### src/rtl/bip_pkg.sv
// BIP control unit shared definitions: opcodes, mux encodings, FSM states, control word.
// Ports: none (package); imported by bip_op_decoder and bip_control_unit.
// Opcode width is fixed here at 5 bits; the top checks its OPCODE_LEN against it.
package bip_pkg;

  localparam int OPCODE_W = 5;
  typedef logic [OPCODE_W-1:0] opcode_t;

  localparam opcode_t OP_HLT  = 5'b00000;
  localparam opcode_t OP_STO  = 5'b00001;
  localparam opcode_t OP_LD   = 5'b00010;
  localparam opcode_t OP_LDI  = 5'b00011;
  localparam opcode_t OP_ADD  = 5'b00100;
  localparam opcode_t OP_ADDI = 5'b00101;
  localparam opcode_t OP_SUB  = 5'b00110;
  localparam opcode_t OP_SUBI = 5'b00111;

  localparam logic [1:0] SEL_A_RAM = 2'd0;
  localparam logic [1:0] SEL_A_IMM = 2'd1;
  localparam logic [1:0] SEL_A_ALU = 2'd2;
  localparam logic       SEL_B_RAM = 1'b0;
  localparam logic       SEL_B_IMM = 1'b1;

  typedef enum logic [1:0] {
    IDLE = 2'd0,
    RUN  = 2'd1,
    HALT = 2'd2
  } state_t;

  typedef struct packed {
    logic       pc_ena;
    logic [1:0] sel_a;
    logic       sel_b;
    logic       op_sub;
    logic       wr_acc;
    logic       wr_ram;
    logic       rd_ram;
  } ctrl_t;

endpackage

### src/rtl/bip_control_unit_if.sv
// Fetch/control bus between the BIP control unit and the PC/program memory/datapath.
// master: control unit (consumes instr_in, drives controls and operand).
// slave: PC, program memory and datapath side (drives instr_in, consumes controls).
interface bip_control_unit_if #(
  parameter int INSTR_LEN  = 16,
  parameter int OPCODE_LEN = 5
);
  logic [INSTR_LEN-1:0]            instr_in;
  logic                            pc_ena;
  logic [1:0]                      sel_a;
  logic                            sel_b;
  logic                            op_sub;
  logic                            wr_acc;
  logic                            wr_ram;
  logic                            rd_ram;
  logic [INSTR_LEN-OPCODE_LEN-1:0] operand;

  modport master (
    input  instr_in,
    output pc_ena, sel_a, sel_b, op_sub, wr_acc, wr_ram, rd_ram, operand
  );

  modport slave (
    output instr_in,
    input  pc_ena, sel_a, sel_b, op_sub, wr_acc, wr_ram, rd_ram, operand
  );
endinterface

### src/rtl/bip_op_decoder.sv
// Purely combinational opcode -> control word table with undefined-opcode flag.
// Ports: opcode in; ctrl (pc_ena, muxes, ALU op, enables) and illegal out.
// Undefined opcodes decode as a NOP that still advances the PC.
module bip_op_decoder
  import bip_pkg::*;
(
  input  opcode_t opcode,
  output ctrl_t   ctrl,
  output logic    illegal
);

  always_comb begin
    ctrl        = '0;
    ctrl.pc_ena = 1'b1;
    illegal     = 1'b0;
    case (opcode)
      OP_HLT: ctrl.pc_ena = 1'b0;
      OP_STO: ctrl.wr_ram = 1'b1;
      OP_LD: begin
        ctrl.rd_ram = 1'b1;
        ctrl.sel_a  = SEL_A_RAM;
        ctrl.wr_acc = 1'b1;
      end
      OP_LDI: begin
        ctrl.sel_a  = SEL_A_IMM;
        ctrl.wr_acc = 1'b1;
      end
      OP_ADD, OP_SUB: begin
        ctrl.rd_ram = 1'b1;
        ctrl.sel_b  = SEL_B_RAM;
        ctrl.sel_a  = SEL_A_ALU;
        ctrl.op_sub = (opcode == OP_SUB);
        ctrl.wr_acc = 1'b1;
      end
      OP_ADDI, OP_SUBI: begin
        ctrl.sel_b  = SEL_B_IMM;
        ctrl.sel_a  = SEL_A_ALU;
        ctrl.op_sub = (opcode == OP_SUBI);
        ctrl.wr_acc = 1'b1;
      end
      default: illegal = 1'b1;
    endcase
  end

endmodule

### src/rtl/bip_control_unit.sv
// BIP control unit: run/halt FSM, RUN-qualified instruction decode, sticky illegal-opcode flag.
// Ports: clk, reset (sync, active-high), start, bus (master: instr_in -> controls/operand),
//        halted, illegal_op, and cycle_count when BIP_CYCLE_COUNT_EN is defined (saturating RUN counter).
module bip_control_unit
  import bip_pkg::*;
#(
  parameter int INSTR_LEN  = 16,
  parameter int OPCODE_LEN = 5,
  parameter int CNT_LEN    = 32
) (
  input  logic                clk,
  input  logic                reset,
  input  logic                start,
  bip_control_unit_if.master  bus,
  output logic                halted,
  output logic                illegal_op
`ifdef BIP_CYCLE_COUNT_EN
  ,
  output logic [CNT_LEN-1:0]  cycle_count
`endif
);

  // The decode table in bip_pkg is built for a fixed opcode width.
  if (OPCODE_LEN != OPCODE_W) begin : g_bad_opcode_len
    $error("OPCODE_LEN must equal bip_pkg::OPCODE_W");
  end
  if (CNT_LEN < 1) begin : g_bad_cnt_len
    $error("CNT_LEN must be at least 1");
  end

  state_t  state, state_next;
  ctrl_t   dec_ctrl, ctrl;
  logic    dec_illegal;
  opcode_t opcode;

  assign opcode = bus.instr_in[INSTR_LEN-1 -: OPCODE_LEN];

  bip_op_decoder u_dec (
    .opcode  (opcode),
    .ctrl    (dec_ctrl),
    .illegal (dec_illegal)
  );

  always_ff @(posedge clk) begin
    if (reset) state <= IDLE;
    else       state <= state_next;
  end

  // HLT is checked in RUN only, so a simultaneous start cannot keep the machine running.
  always_comb begin
    state_next = state;
    case (state)
      IDLE:    if (start) state_next = RUN;
      RUN:     if (opcode == OP_HLT) state_next = HALT;
      HALT:    state_next = HALT;
      default: state_next = IDLE;
    endcase
  end

  // Controls are live only while running; IDLE/HALT hold the PC and block all writes.
  assign ctrl = (state == RUN) ? dec_ctrl : '0;

  assign bus.pc_ena  = ctrl.pc_ena;
  assign bus.sel_a   = ctrl.sel_a;
  assign bus.sel_b   = ctrl.sel_b;
  assign bus.op_sub  = ctrl.op_sub;
  assign bus.wr_acc  = ctrl.wr_acc;
  assign bus.wr_ram  = ctrl.wr_ram;
  assign bus.rd_ram  = ctrl.rd_ram;
  assign bus.operand = bus.instr_in[INSTR_LEN-OPCODE_LEN-1:0];

  // state is a register, so this is a registered indication.
  assign halted = (state == HALT);

  always_ff @(posedge clk) begin
    if (reset)                             illegal_op <= 1'b0;
    else if (state == RUN && dec_illegal)  illegal_op <= 1'b1;
  end

`ifdef BIP_CYCLE_COUNT_EN
  always_ff @(posedge clk) begin
    if (reset)
      cycle_count <= '0;
    else if (state == RUN && cycle_count != {CNT_LEN{1'b1}})
      cycle_count <= cycle_count + 1'b1;
  end
`endif

endmodule
### src/flat_wrapper.sv
// flat-port wrapper written by rule: the top's interface ports become plain ports
module bip_control_unit_flat import bip_pkg::*;
#(
  parameter int INSTR_LEN  = 16,
  parameter int OPCODE_LEN = 5,
  parameter int CNT_LEN    = 32
)
  (clk, reset, start, halted, illegal_op, bus_instr_in, bus_pc_ena, bus_sel_a, bus_sel_b, bus_op_sub, bus_wr_acc, bus_wr_ram, bus_rd_ram, bus_operand);
  bip_control_unit_if #(.INSTR_LEN(INSTR_LEN), .OPCODE_LEN(OPCODE_LEN)) bus_i ();
  input  logic clk;
  input  logic reset;
  input  logic start;
  output logic halted;
  output logic illegal_op;
  input wire logic [$bits(bus_i.instr_in)-1:0] bus_instr_in;
  output wire logic [$bits(bus_i.pc_ena)-1:0] bus_pc_ena;
  output wire logic [$bits(bus_i.sel_a)-1:0] bus_sel_a;
  output wire logic [$bits(bus_i.sel_b)-1:0] bus_sel_b;
  output wire logic [$bits(bus_i.op_sub)-1:0] bus_op_sub;
  output wire logic [$bits(bus_i.wr_acc)-1:0] bus_wr_acc;
  output wire logic [$bits(bus_i.wr_ram)-1:0] bus_wr_ram;
  output wire logic [$bits(bus_i.rd_ram)-1:0] bus_rd_ram;
  output wire logic [$bits(bus_i.operand)-1:0] bus_operand;
  assign bus_i.instr_in = bus_instr_in;
  assign bus_pc_ena = bus_i.pc_ena;
  assign bus_sel_a = bus_i.sel_a;
  assign bus_sel_b = bus_i.sel_b;
  assign bus_op_sub = bus_i.op_sub;
  assign bus_wr_acc = bus_i.wr_acc;
  assign bus_wr_ram = bus_i.wr_ram;
  assign bus_rd_ram = bus_i.rd_ram;
  assign bus_operand = bus_i.operand;
  bip_control_unit #(.INSTR_LEN(INSTR_LEN), .OPCODE_LEN(OPCODE_LEN), .CNT_LEN(CNT_LEN)) u_core (.clk(clk), .reset(reset), .start(start), .bus(bus_i), .halted(halted), .illegal_op(illegal_op));
endmodule
### config.mk
export PLATFORM = sky130hd
export DESIGN_NAME = bip_control_unit_flat
export DESIGN_NICKNAME = d
export VERILOG_FILES = /design/src/rtl/bip_pkg.sv /design/src/rtl/bip_control_unit_if.sv /design/src/rtl/bip_op_decoder.sv /design/src/rtl/bip_control_unit.sv /design/src/flat_wrapper.sv
export SDC_FILE = /design/constraint.sdc
export NUM_CORES = 1
export LEC_CHECK = 0
export BUFFER_PORTS_ARGS = -buffer_cell sky130_fd_sc_hd__buf_2
export CORE_AREA = 2 2 39 41
export DETAILED_ROUTE_END_ITERATION = 10
export DIE_AREA = 0 0 41 43
export PLACE_DENSITY = 0.7
export RECOVER_POWER = 100
export SYNTH_ARGS = -nofsm -noshare
export SYNTH_HDL_FRONTEND = slang
export SYNTH_HIERARCHICAL = 1
export SYNTH_SLANG_ARGS = --single-unit
export TNS_END_PERCENT = 10
### constraint.sdc
create_clock -name clk -period 1.3 [get_ports clk]
set_input_delay 0.13 -clock clk [delete_from_list [all_inputs] [get_ports clk]]
set_output_delay 0.13 -clock clk [all_outputs]
set_load 0.01 [all_outputs]
==> flow_summary.yaml <==
run_status:
  status: "completed"
finish:
  area_delta_synth_final_pct: 17.8
  drive_above_1_share_pct: 46.2
  multi_input_area_sq_um: 265
  num_antenna_cells: 0
  nNetsFinal: 88
  fill_cells: 148
  register_area_sq_um: 60.1
  final_cell_area_sq_um: 488
route:
  detail-route-antenna-nets: 0
  drt_iter0_markers: 3
  firstDrtPassIters: 4
  drt_wl_total_um: 790
  via_count: 376
  via_per_inst: 4.64
  post_drt_wl_per_cell_um: 9.75
  drc: 0
logic_synthesis:
  synth-edff-count: 0
  synth-seq-cells: 3
  synth_nets: 74
  synth_largest_area_cell: "buf_4"
  synth_area_sq_um: 414
  synthDominantCellAreaShare_pct: 19.9
  synth_warnings: 6
  ys.flop_type: "dfxtp_1"
  yosysMostFrequentCell: "buf_4"
  synthTopCellsByArea: "buf_4 (20%), dfxtp_1 (15%), and2_1 (12%)"
  synth_cell_types: 21
  async_flop_share_pct: 0
  synth_common_cells: "buf_4 (11), and2_1 (8), nor2_1 (6)"
  syn_area_per_cell_sq_um: 7.96
  ys_seq_area_share_pct: 14.5
  synthCells: 52
min_path:
  hold_depth: 2
  hp-start: "reset"
  hold_class: "in -> reg"
  min_to: "u_core/state[0]"
global_route:
  grt_usage_pct: 10.8
  grt_pass1_vias: 340
  antenna_found_initial: 0
  grt_pass1_wl_um: 1300
  grt_overflow: 0
  grt_max_degree: 11
power_and_ir_drop:
  vdd_drop_max_uv: 550
  p_leak_nw: 0.228
  p_per_area_mw_per_mm2: 1020
  clkPwrFrac_pct: 33.0
  sw_frac_of_total_pct: 35.7
  power.internal_mw: 0.320
  switching_power_mw: 0.178
  comb_power_share_pct: 41.7
  p_seq_share_pct: 25.3
setup_path:
  r2r_slack_ps: 200
  reg2reg_depth: 5
  worstPathArrival_ps: 1100
  worst-path-buf-inv: 2
  crit_chain: "inv_2 > ha_4 > and2_1 > buf_2"
  cp.required_ps: 1170
  path_delay_family: "flip-flops"
  r2r-end: "u_core/state[1]"
  r2r_start: "u_core/state[0]"
  worst_setup_path_end_kind: "output port"
  path_max_fanout: 10
  path_class: "reg -> out"
  crit_slowest_cell: "dfxtp_1"
  max_stage_delay_ps: 340
  critPathLaunchType: "flip-flop"
place:
  placed_area_sq_um: 459
  io_buffers: 17
  place.gp.congestion: 0.699
  dp_hpwl_um: 648
timing:
  timing.hold.ws_ps: 90.8
  final_max_slew_viol_count: 0
  hold_viol: 0
  post-route-period-util_pct: 94.6
  layout_min_cycle_time_ps: 1230
  finalSetupViolCount: 0
  tightest_slew_ps: 194
  rsz0062_at_grt: "no"
  clock_skew_ps: 2.68
  max_freq_ghz: 0.813
  relSlewSlack_pct: 87.0
die:
  die_h_um: 43
  io_pins: 40
  start_util_pct: 29.9
  core_area_sq_mm: 0.00138
  fp.dieW_um: 41
  dieArea_sq_mm: 0.00176
  rows: 14
clock_network:
  numCtsBuffers: 3
  ctsLongestPathBuffers: 2
  clockRootBuffer: "clkbuf_4"
  post_cts_buffers: 0
  clk_latency_ps: 230
  cts_tree: "built"
  cts.sinks: 3
  clk_pin_slew_ps: 40
  htree_levels: 1
run:
  cap_violations: 0
-- metrics by stage --
step | TNS (ps) | power (mW) | util [%] | setup slack [ps] | std cells
floorplan | 0 | 0.290 | - | 140 | 52
global placement | 0 | 0.323 | 33.2 | 5.98 | 77
detailed placement | -27.5 | 0.330 | 33.2 | -27.5 | 77
CTS | 0 | 0.521 | 36.0 | 17.8 | 81
global route | 0 | 0.544 | 35.3 | 12.8 | 81
finish | 0 | 0.498 | 35.3 | 70.0 | 81
-- how the worst max path moves through the flow --
| stage | to | cells past startpoint | start |
|---|---|---|---|
| floorplan | u_core/state[0] | 4 | bus_instr_in[12] |
| global placement | u_core/state[0] | 5 | bus_instr_in[12] |
| detailed placement | u_core/state[0] | 5 | bus_instr_in[12] |
| CTS | bus_wr_acc | 4 | u_core/state[1] |
| global route | bus_wr_acc | 4 | u_core/state[1] |
| finish | bus_wr_acc | 4 | u_core/state[1] |
-- power by group through the flow --
stage / sequential [mW] / clock [mW] / combinational [mW]
2_1_floorplan: 0.124 / 0 / 0.166
3_3_place_gp: 0.123 / 0 / 0.200
3_5_place_dp: 0.123 / 0 / 0.207
4_1_cts: 0.125 / 0.175 / 0.221
5_1_grt: 0.128 / 0.177 / 0.238
6_report: 0.126 / 0.164 / 0.208
-- cells by family (layout without fill, tap and decap cells) --
| logic type | Yosys count | count (layout) | share of synthesized area [%] |
|---|---|---|---|
| DFF | 3 | 3 | 14.5 |
| buffers and inverters | 14 | 27 | 22.7 |
| adders and majority gates | 3 | 3 | 9.06 |
| AOI/OAI and AO/OA | 6 | 6 | 12.4 |
| and+or+nand+nor | 26 | 26 | 41.4 |
-- worst reg2reg max path, stage by stage, from the launching register on --
cell and delay (ps):
dfxtp_1 390, inv_1 80, ha_1 220, nand2b_1 100, a21o_1 130, a21oi_1 60
-- layout make-up --
| type | instances | area share, % |
|---|---|---|
| inverters | 3 | 2.31 |
| multi-input cells | 35 | 54.4 |
| clock buffers | 4 | 5.38 |
| flip-flops and latches | 3 | 12.3 |
| well taps | 16 | 4.10 |
| repair buffers | 20 | 21.5 |
-- routing by layer --
layer | wire, um | global-route usage [%]
met5 | 0 | 0
met1 | 347 | 12.8
met3 | 82 | 3.14
met2 | 360 | 15.6
met4 | 0 | 8.00
-- placed cells by master (no fill, tap or decap), drive strengths merged --
cell,n
buf,12
clkbuf,12
and2,8
nor2,6
a21oi,3
dfxtp,3
inv,3
nand2b,3
ha,3
nor3,2
or4,1
o21ai,1
a211oi,1
nand3,1
a21o,1
nor3b,1
nor4b,1
nand2,1
nor2b,1
or2,1
-- state kept, by name (all words and copies together), names as in the netlist --
register           flops
u_core/state           2
u_core/illegal_op      1
-- timing repair --
item,4_1_cts,5_1_grt
gates cloned,0,0
hold buffers,0,0
resized for setup,2,1
endpoints found under the setup margin,8,8
(Power assumes the default switching activity.)
